## config.mk

```make
export PLATFORM = sky130hd
export DESIGN_NAME = reg_file_dumper_flat
export DESIGN_NICKNAME = d
export VERILOG_FILES = /design/src/rtl/reg_file_dumper_if.sv /design/src/rtl/reg_file_dumper.sv /design/src/flat_wrapper.sv
export SDC_FILE = /design/constraint.sdc
export NUM_CORES = 1
export LEC_CHECK = 0
export CORE_MARGIN = 3
export CORE_UTILIZATION = 45
export DETAILED_ROUTE_END_ITERATION = 6
export PLACE_DENSITY_LB_ADDON = 0.2
export REMOVE_ABC_BUFFERS = 1
export SYNTH_ARGS = -nofsm -noshare
export SYNTH_HDL_FRONTEND = slang
export SYNTH_SLANG_ARGS = --single-unit
```

## constraint.sdc

```tcl
create_clock -name clk -period 3 [get_ports clk]
set_input_delay 0.6 -clock clk [delete_from_list [all_inputs] [get_ports clk]]
set_output_delay 0.6 -clock clk [all_outputs]
set_load 0.03 [all_outputs]
```

## src/rtl/reg_file_dumper_if.sv

```systemverilog
// rtl/reg_file_dumper_if.sv - byte dump stream between the reg_file dumper and its sink
interface reg_file_dumper_if #(
    parameter int ADDR_W = 3,
    parameter int DATA_W = 8
);
    logic [DATA_W-1:0] dump_data;
    logic [ADDR_W-1:0] dump_addr;
    logic              dump_valid;
    logic              dump_ready;

    modport master (
        output dump_data,
        output dump_addr,
        output dump_valid,
        input  dump_ready
    );

    modport slave (
        input  dump_data,
        input  dump_addr,
        input  dump_valid,
        output dump_ready
    );
endinterface

```

## src/rtl/reg_file_dumper.sv

```systemverilog
// rtl/reg_file_dumper.sv - sweeps the reg_file two registers at a time and streams them out
// with an optional all-zero check.
module reg_file_dumper #(
    parameter int NUM_REGS      = 8,
    parameter int ADDR_W        = 3,
    parameter int DATA_W        = 8,
    parameter int SETTLE_CYCLES = 1
) (
    input  logic                  clk,
    input  logic                  reset,
    input  logic                  start,
    input  logic                  zero_check,
    output logic [ADDR_W-1:0]     out1address,
    output logic [ADDR_W-1:0]     out2address,
    input  logic [DATA_W-1:0]     out1,
    input  logic [DATA_W-1:0]     out2,
    reg_file_dumper_if.master     dump,
    output logic                  busy,
    output logic                  done,
    output logic                  error,
    output logic [ADDR_W-1:0]     err_addr
);
    localparam int PAIR_W = ADDR_W - 1;
    localparam int CNT_W  = (SETTLE_CYCLES > 1) ? $clog2(SETTLE_CYCLES) : 1;
    localparam logic [PAIR_W-1:0] LAST_P = PAIR_W'(NUM_REGS / 2 - 1);
    localparam logic [CNT_W-1:0]  SETTLE_LAST = CNT_W'(SETTLE_CYCLES - 1);

    typedef enum logic [2:0] {
        IDLE,
        SETUP,
        CAPTURE,
        EMIT_A,
        EMIT_B,
        DONE
    } state_t;

    state_t            state;
    state_t            state_next;
    logic [PAIR_W-1:0] pair;
    logic [PAIR_W-1:0] pair_inc;
    logic [CNT_W-1:0]  settle_cnt;
    logic [DATA_W-1:0] buf_a;
    logic [DATA_W-1:0] buf_b;
    logic              zc_mode;
    logic              last_pair;
    logic              a_bad;
    logic              pair_bad;

    logic [DATA_W-1:0] dump_data_c;
    logic [ADDR_W-1:0] dump_addr_c;
    logic              dump_valid_c;

    assign pair_inc  = pair + 1'b1;
    assign last_pair = (pair == LAST_P);
    assign a_bad     = (out1 != '0);
    assign pair_bad  = a_bad || (out2 != '0);

    always_comb begin
        state_next   = state;
        dump_valid_c = 1'b0;
        dump_data_c  = '0;
        dump_addr_c  = '0;
        busy         = (state != IDLE);
        done         = (state == DONE);
        case (state)
            IDLE: begin
                if (start) begin
                    state_next = SETUP;
                end
            end
            SETUP: begin
                if (settle_cnt == SETTLE_LAST) begin
                    state_next = CAPTURE;
                end
            end
            CAPTURE: begin
                state_next = EMIT_A;
            end
            EMIT_A: begin
                dump_valid_c = 1'b1;
                dump_data_c  = buf_a;
                dump_addr_c  = {pair, 1'b0};
                if (dump.dump_ready) begin
                    state_next = EMIT_B;
                end
            end
            EMIT_B: begin
                dump_valid_c = 1'b1;
                dump_data_c  = buf_b;
                dump_addr_c  = {pair, 1'b1};
                if (dump.dump_ready) begin
                    state_next = last_pair ? DONE : SETUP;
                end
            end
            DONE: begin
                state_next = IDLE;
            end
            default: begin
                state_next = IDLE;
            end
        endcase
    end

    assign dump.dump_valid = dump_valid_c;
    assign dump.dump_data  = dump_data_c;
    assign dump.dump_addr  = dump_addr_c;

    always_ff @(posedge clk) begin
        if (reset) begin
            state       <= IDLE;
            pair        <= '0;
            settle_cnt  <= '0;
            out1address <= '0;
            out2address <= '0;
            buf_a       <= '0;
            buf_b       <= '0;
            zc_mode     <= 1'b0;
            error       <= 1'b0;
            err_addr    <= '0;
        end else begin
            state <= state_next;
            case (state)
                IDLE: begin
                    if (start) begin
                        pair        <= '0;
                        settle_cnt  <= '0;
                        zc_mode     <= zero_check;
                        error       <= 1'b0;
                        err_addr    <= '0;
                        out1address <= '0;
                        out2address <= ADDR_W'(1);
                    end
                end
                SETUP: begin
                    settle_cnt <= settle_cnt + 1'b1;
                end
                CAPTURE: begin
                    buf_a <= out1;
                    buf_b <= out2;
                    // Only the first failing register is reported; later ones just keep error set.
                    if (zc_mode && pair_bad) begin
                        error <= 1'b1;
                        if (!error) begin
                            err_addr <= a_bad ? {pair, 1'b0} : {pair, 1'b1};
                        end
                    end
                end
                EMIT_B: begin
                    if (dump.dump_ready && !last_pair) begin
                        pair        <= pair_inc;
                        settle_cnt  <= '0;
                        out1address <= {pair_inc, 1'b0};
                        out2address <= {pair_inc, 1'b1};
                    end
                end
                default: begin
                end
            endcase
        end
    end
endmodule

```

## src/flat_wrapper.sv

```systemverilog
// flat-port wrapper written by rule: the top's interface ports become plain ports
module reg_file_dumper_flat 
#(
    parameter int NUM_REGS      = 8,
    parameter int ADDR_W        = 3,
    parameter int DATA_W        = 8,
    parameter int SETTLE_CYCLES = 1
)
  (clk, reset, start, zero_check, out1address, out2address, out1, out2, busy, done, error, err_addr, dump_dump_data, dump_dump_addr, dump_dump_valid, dump_dump_ready);
  reg_file_dumper_if #(.ADDR_W(ADDR_W), .DATA_W(DATA_W)) dump_i ();
  input  logic clk;
  input  logic reset;
  input  logic start;
  input  logic zero_check;
  output logic [ADDR_W-1:0] out1address;
  output logic [ADDR_W-1:0] out2address;
  input  logic [DATA_W-1:0] out1;
  input  logic [DATA_W-1:0] out2;
  output logic busy;
  output logic done;
  output logic error;
  output logic [ADDR_W-1:0] err_addr;
  output wire logic [$bits(dump_i.dump_data)-1:0] dump_dump_data;
  output wire logic [$bits(dump_i.dump_addr)-1:0] dump_dump_addr;
  output wire logic [$bits(dump_i.dump_valid)-1:0] dump_dump_valid;
  input wire logic [$bits(dump_i.dump_ready)-1:0] dump_dump_ready;
  assign dump_dump_data = dump_i.dump_data;
  assign dump_dump_addr = dump_i.dump_addr;
  assign dump_dump_valid = dump_i.dump_valid;
  assign dump_i.dump_ready = dump_dump_ready;
  reg_file_dumper #(.NUM_REGS(NUM_REGS), .ADDR_W(ADDR_W), .DATA_W(DATA_W), .SETTLE_CYCLES(SETTLE_CYCLES)) u_core (.clk(clk), .reset(reset), .start(start), .zero_check(zero_check), .out1address(out1address), .out2address(out2address), .out1(out1), .out2(out2), .dump(dump_i), .busy(busy), .done(done), .error(error), .err_addr(err_addr));
endmodule
```

-- After elaboration in Yosys (flattened, before gate mapping)
Index checks and enable logic that the tools add are counted.
- register bits: 33
- bits of input ports: 21
- output and inout bits: 24
- word-level logic and storage cells: 69
- $add $sub $neg: 2
- eq/ne operators: 13
- multiplexer cells: 26
- reductions and logical operators: 18
- operators with widths (kind ; number):
    2-to-1 mux 3 bit ; 10
    case mux 3 bit (2 select lines) ; 4
    case mux 8 bit (2 select lines) ; 1
    nonzero test 8 bit ; 2
    case mux 3 bit (5 select lines) ; 1
    != test 2 bit (second input constant) ; 5
    AND reduction 3 bit ; 3
    AND reduction 4 bit ; 2
    equality test 3 x 2 -> 1 bit (second input constant) ; 2
    equality test 3 bit (second input constant) ; 2
    nonzero test 3 bit ; 2
    2-to-1 mux 1 bit ; 5
    2-to-1 mux 2 bit ; 2
    != test 2 x 1 -> 1 bit (second input constant) ; 2
    case mux 2 bit (2 select lines) ; 1
    nonzero test 2 bit ; 2
    equality test 3 x 1 -> 1 bit (second input constant) ; 1
    logical NOT 3 bit ; 1
    case mux 1 bit (3 select lines) ; 1
    adder 2 x 1 -> 2 bit (second input constant) ; 1
    equality test 2 bit (second input constant) ; 1
    logical AND 1 bit ; 2
    case mux 1 bit (2 select lines) ; 1
    AND reduction 2 bit ; 1
    4 further kinds ; 4

-- Logic depth before layout (Yosys ltp)
- depth after elaboration: 5
- mapped depth: 6
- mapped depth without buffers: 5

-- Worst setup path before layout
No wires, ideal clock.
- kind: reg2out
- start: register u_core.state[2]
- end: output dump_dump_addr[1]
- arrival: 1434 ps
- data required time: 2400 ps
- slack: 966 ps
- stages on the path, launching flop included: 6
- path buffers: 1
- cell sequence: dfxtp_1 inv_1 and3_2 buf_2 or2_1 and2_1
- word-level cells in the longest chain between the ends: 2
- elaborated cells on any way between the ends: 3
- those cells by class: 2 x eq/ne; 1 x mux
- RTL lines (item ; line ; source):
    start, declared ; reg_file_dumper.sv:37 ; state_t state;
    start signal, assigned ; reg_file_dumper.sv:121 ; state <= state_next;
    equality test 3 bit or equality test 3 x 2 -> 1 bit (tied branches) ; reg_file_dumper.sv:65 ; case (state)
    case mux 3 bit (2 select lines) (*) ; reg_file_dumper.sv:65 ;
    end, declared ; flat_wrapper.sv:24 ; output wire logic [$bits(dump_i.dump_addr)-1:0] dump_dump_addr;
Every way passes the cells marked *; elsewhere a longest branch is shown, timed or not.

-- Worst setup path in the final report
- start: register u_core.state[0]
- end: output dump_dump_data[1]
- word-level cells in the longest chain between the ends: 2
- elaborated cells on any way between the ends: 3
- those cells by class: 2 x eq/ne; 1 x mux
- RTL lines (item ; line ; source):
    equality test 3 bit or equality test 3 x 2 -> 1 bit (tied branches) ; reg_file_dumper.sv:65 ;
    case mux 8 bit (2 select lines) (*) ; reg_file_dumper.sv:65 ;
    end, declared ; flat_wrapper.sv:23 ; output wire logic [$bits(dump_i.dump_data)-1:0] dump_dump_data;
Marks and branches as above.

==> run_results.csv <==
group,metric,value,unit
finish,diodes,0,
clock_network,path_clk_slew,0.15,ns
setup_path,arrival,2.24,ns
clock_network,numCtsBuffers,3,
timing,worstMarginPinSlew,0.628,ns
finish,final_common_cell,"clkdlybuf4s50_1",
hold_path,hp-class,"reg -> reg",
setup_path,r2r-start,"u_core.state[0]",
grt,grt_max_degree,19,
finish,final_nets,229,
drt,drt_wl_total,3.32,mm
setup_path,slowest_delay,0.66,ns
pwr,p_leak,0.668,nW
timing,slew-limit-headroom,58.1,%
timing,final_hold_viol_count,0,
timing,period_needed,2.84,ns
floorplanning,die_x,61.9,um
setup_path,rrSetupSlack,1.21,ns
floorplanning,rows,19,
setup_path,setup.worst_path.class,"reg -> out",
grt,grt_pass1_vias,1277,
place,pre_cts_slack,0.433,ns
clock_network,clockBufferDepth,2,
drt,ant_nets,0,
drt,first_iter_violations,58,
setup_path,reg2regPathDepth,5,
place,place.gp.congestion,0.752,
finish,drive_gt1_share,11.2,%
clock_network,cts_root_buffer,"clkbuf_4",
clock_network,cts_setup_buffers,0,
floorplanning,io_pins,45,
logic_synthesis,syn_avg_cell_area,8.36,um2
timing,finalSetupViolCount,0,
drt,drc,0,
timing,rsz0062_at_grt,"false",
clock_network,htree_levels,1,
drt,vias_per_cell,5.49,
pwr,p_per_area,453,mW/mm2
place,place_hpwl,2.52,mm
timing,max_freq,352,MHz
place,dp_cells,233,
setup_path,startpoint_type,"register",
timing,skew,0.00226,ns
finish,stdcell_count,237,
logic_synthesis,synth.distinct_cells,38,
grt,track_usage,19.0,%
hold_path,min_from,"u_core.buf_a[4]",
drt,first_pass_iters,4,
timing,layout_setup_ws,0.161,ns
finish,most-common-layout-cells,"43 x clkdlybuf4s50_1, 33 x nand2_1, 26 x dfxtp_1",
setup_path,endpoint_kind,"output pin",
setup_path,cp_max_fo,8,
setup_path,crit_top_cell,"buf_4",
timing,final_max_slew_viol_count,0,
floorplanning,start_util,49.2,%
grt,antenna_found_initial,0,
finish,fillCellCount,253,
logic_synthesis,syn-cell-area,0.00140,mm2
drt,wl_per_cell,14.0,um
clock_network,clk_latency,0.33,ns
timing,finalCritPeriodShare,94.6,%
setup_path,crit_path_cell_trace,"buf_4, nor3b_4, buf_4, a22o_1, clkdlybuf4s50_1",
floorplanning,core,0.00285,mm2
status,status,"completed",
logic_synthesis,netlist_instances,168,
finish,syn_to_final_growth,32.6,%
drt,vias,1301,
logic_synthesis,async_flop_share,0,%
logic_synthesis,ys_ff_latch,28,
clock_network,cts_tree,"yes",
clock_network,cts.sinks,28,
hold_path,holdPathEnd,"u_core.buf_a[4]",
floorplanning,die_y,61.9,um
finish,final_core_util,65.3,%
logic_synthesis,ys.flop_type,"dfxtp_1",
pwr,peakVddDrop,0.256,mV
logic_synthesis,synth-seq-area-share,39.9,%
setup_path,slowest_stage,"clkdlybuf4s50_1",
setup_path,worstReg2RegEnd,"u_core.err_addr[0]",
setup_path,worstPathRequired,2.40,ns
logic_synthesis,synth_edf_count,0,
place,port_buffers,43,
hold_path,worstHoldPathCells,2,
grt,overflow,0,
run,maxCapViolations,0,
timing,setup_tns,0,ns
floorplanning,dieArea,0.00383,mm2
timing,hold_slack,0.466,ns
grt,grt_pass1_wl,5.44,mm
logic_synthesis,yosys_warnings,0,
## report_power, final
group / switching, mW / internal [mW]
clock network: 0.113 / 0.0744
registers: 0.0285 / 0.403
logic: 0.119 / 0.108
total: 0.260 / 0.585
## sequential cells by signal, indices dropped and copies added, names as in the netlist
name / count
u_core.zc_mode: 1
u_core.out1address: 1
u_core.state: 3
u_core.buf_b: 8
u_core.out2address: 2
u_core.error: 1
u_core.settle_cnt: 1
u_core.err_addr: 3
u_core.buf_a: 8
## cell usage after synthesis (2+ instances only)
library cell  count  area share [%]
a211oi_1          2             1.1
a21oi_1          20             7.1
a22o_1            8             5.0
a22oi_1           2             1.1
and2_1            4             1.8
and3_2            2             1.1
buf_2             4             1.4
buf_4             3             1.6
buf_6             2             1.6
clkbuf_1          4             1.1
dfxtp_1          28              40
inv_1             5             1.3
mux2i_1           5             3.6
nand2_1          33             8.8
nand2b_1          2            0.89
nand3_1           3             1.1
nand3b_1          2             1.1
nor2_1            9             2.4
nor3_1            5             1.8
nor3b_1           3             1.6
nor4_1            3             1.3
o21ai_0           3             1.1
## worst max path at each step
stage | start | endpoint | slack [ns] | cells past startpoint
after global placement | u_core.state[1] | dump_dump_addr[1] | 0.48 | 4
after detailed placement | u_core.state[1] | dump_dump_addr[2] | 0.43 | 4
after global routing | u_core.state[0] | dump_dump_data[1] | 0.006 | 5
final | u_core.state[0] | dump_dump_data[1] | 0.16 | 5
after CTS | u_core.state[1] | dump_dump_addr[2] | 0.03 | 4
after floorplan | u_core.state[2] | dump_dump_addr[1] | 0.25 | 3
## layout make-up
class | instances | area (um2) | share of cell area, %
Multi-Input combinational cell | 121 | 737 | 39.6
Sequential cell | 28 | 563 | 30.2
Timing Repair Buffer | 48 | 468 | 25.1
Tap cell | 31 | 38.8 | 2.08
Clock buffer | 4 | 36.3 | 1.95
Inverter | 5 | 18.8 | 1.01
## layer usage
metal | GRT usage [%] | part of all wire, % | vias up
met1 | 24.7 | 46 | 599
met5 | 0 | 0 | -
met4 | 7.88 | 1.0 | 0
li1 | - | - | 659
met3 | 2.89 | 4.2 | 4
met2 | 31.2 | 49 | 39
## through the flow
| step | total power [mW] | cell area [um2] |
|---|---|---|
| 5_1_grt | 0.887 | 1860 |
| 3_5_place_dp | 0.663 | 1820 |
| 6_report | 0.844 | 1860 |
| 3_3_place_gp | 0.658 | 1820 |
| 4_1_cts | 0.850 | 1850 |
| 2_1_floorplan | 0.572 | 1310 |
## logic make-up (layout without fill, tap and decap cells)
family	Yosys count	in the layout	share of synthesized area, %
AOI/OAI and AO/OA	42	42	20.1
adders and majority gates	1	1	0.891
buffers and inverters	19	57	8.02
DFF	28	28	39.9
muxes	5	5	3.57
other	1	1	0.267
and+or+nand+nor	72	72	27.3
## critical path, delay by kind of cell (launching register included)
kind            cells  cell delay, ns
simple gates        1            0.28
buf+inv             3            1.06
compound gates      1            0.15
flops               1            0.41
## what timing repair did
item                                    CTS  global route
gates resized for setup                   0             3
endpoints found under the setup margin    0            11
hold buffers                              0             0
(Power assumes the default switching activity.)
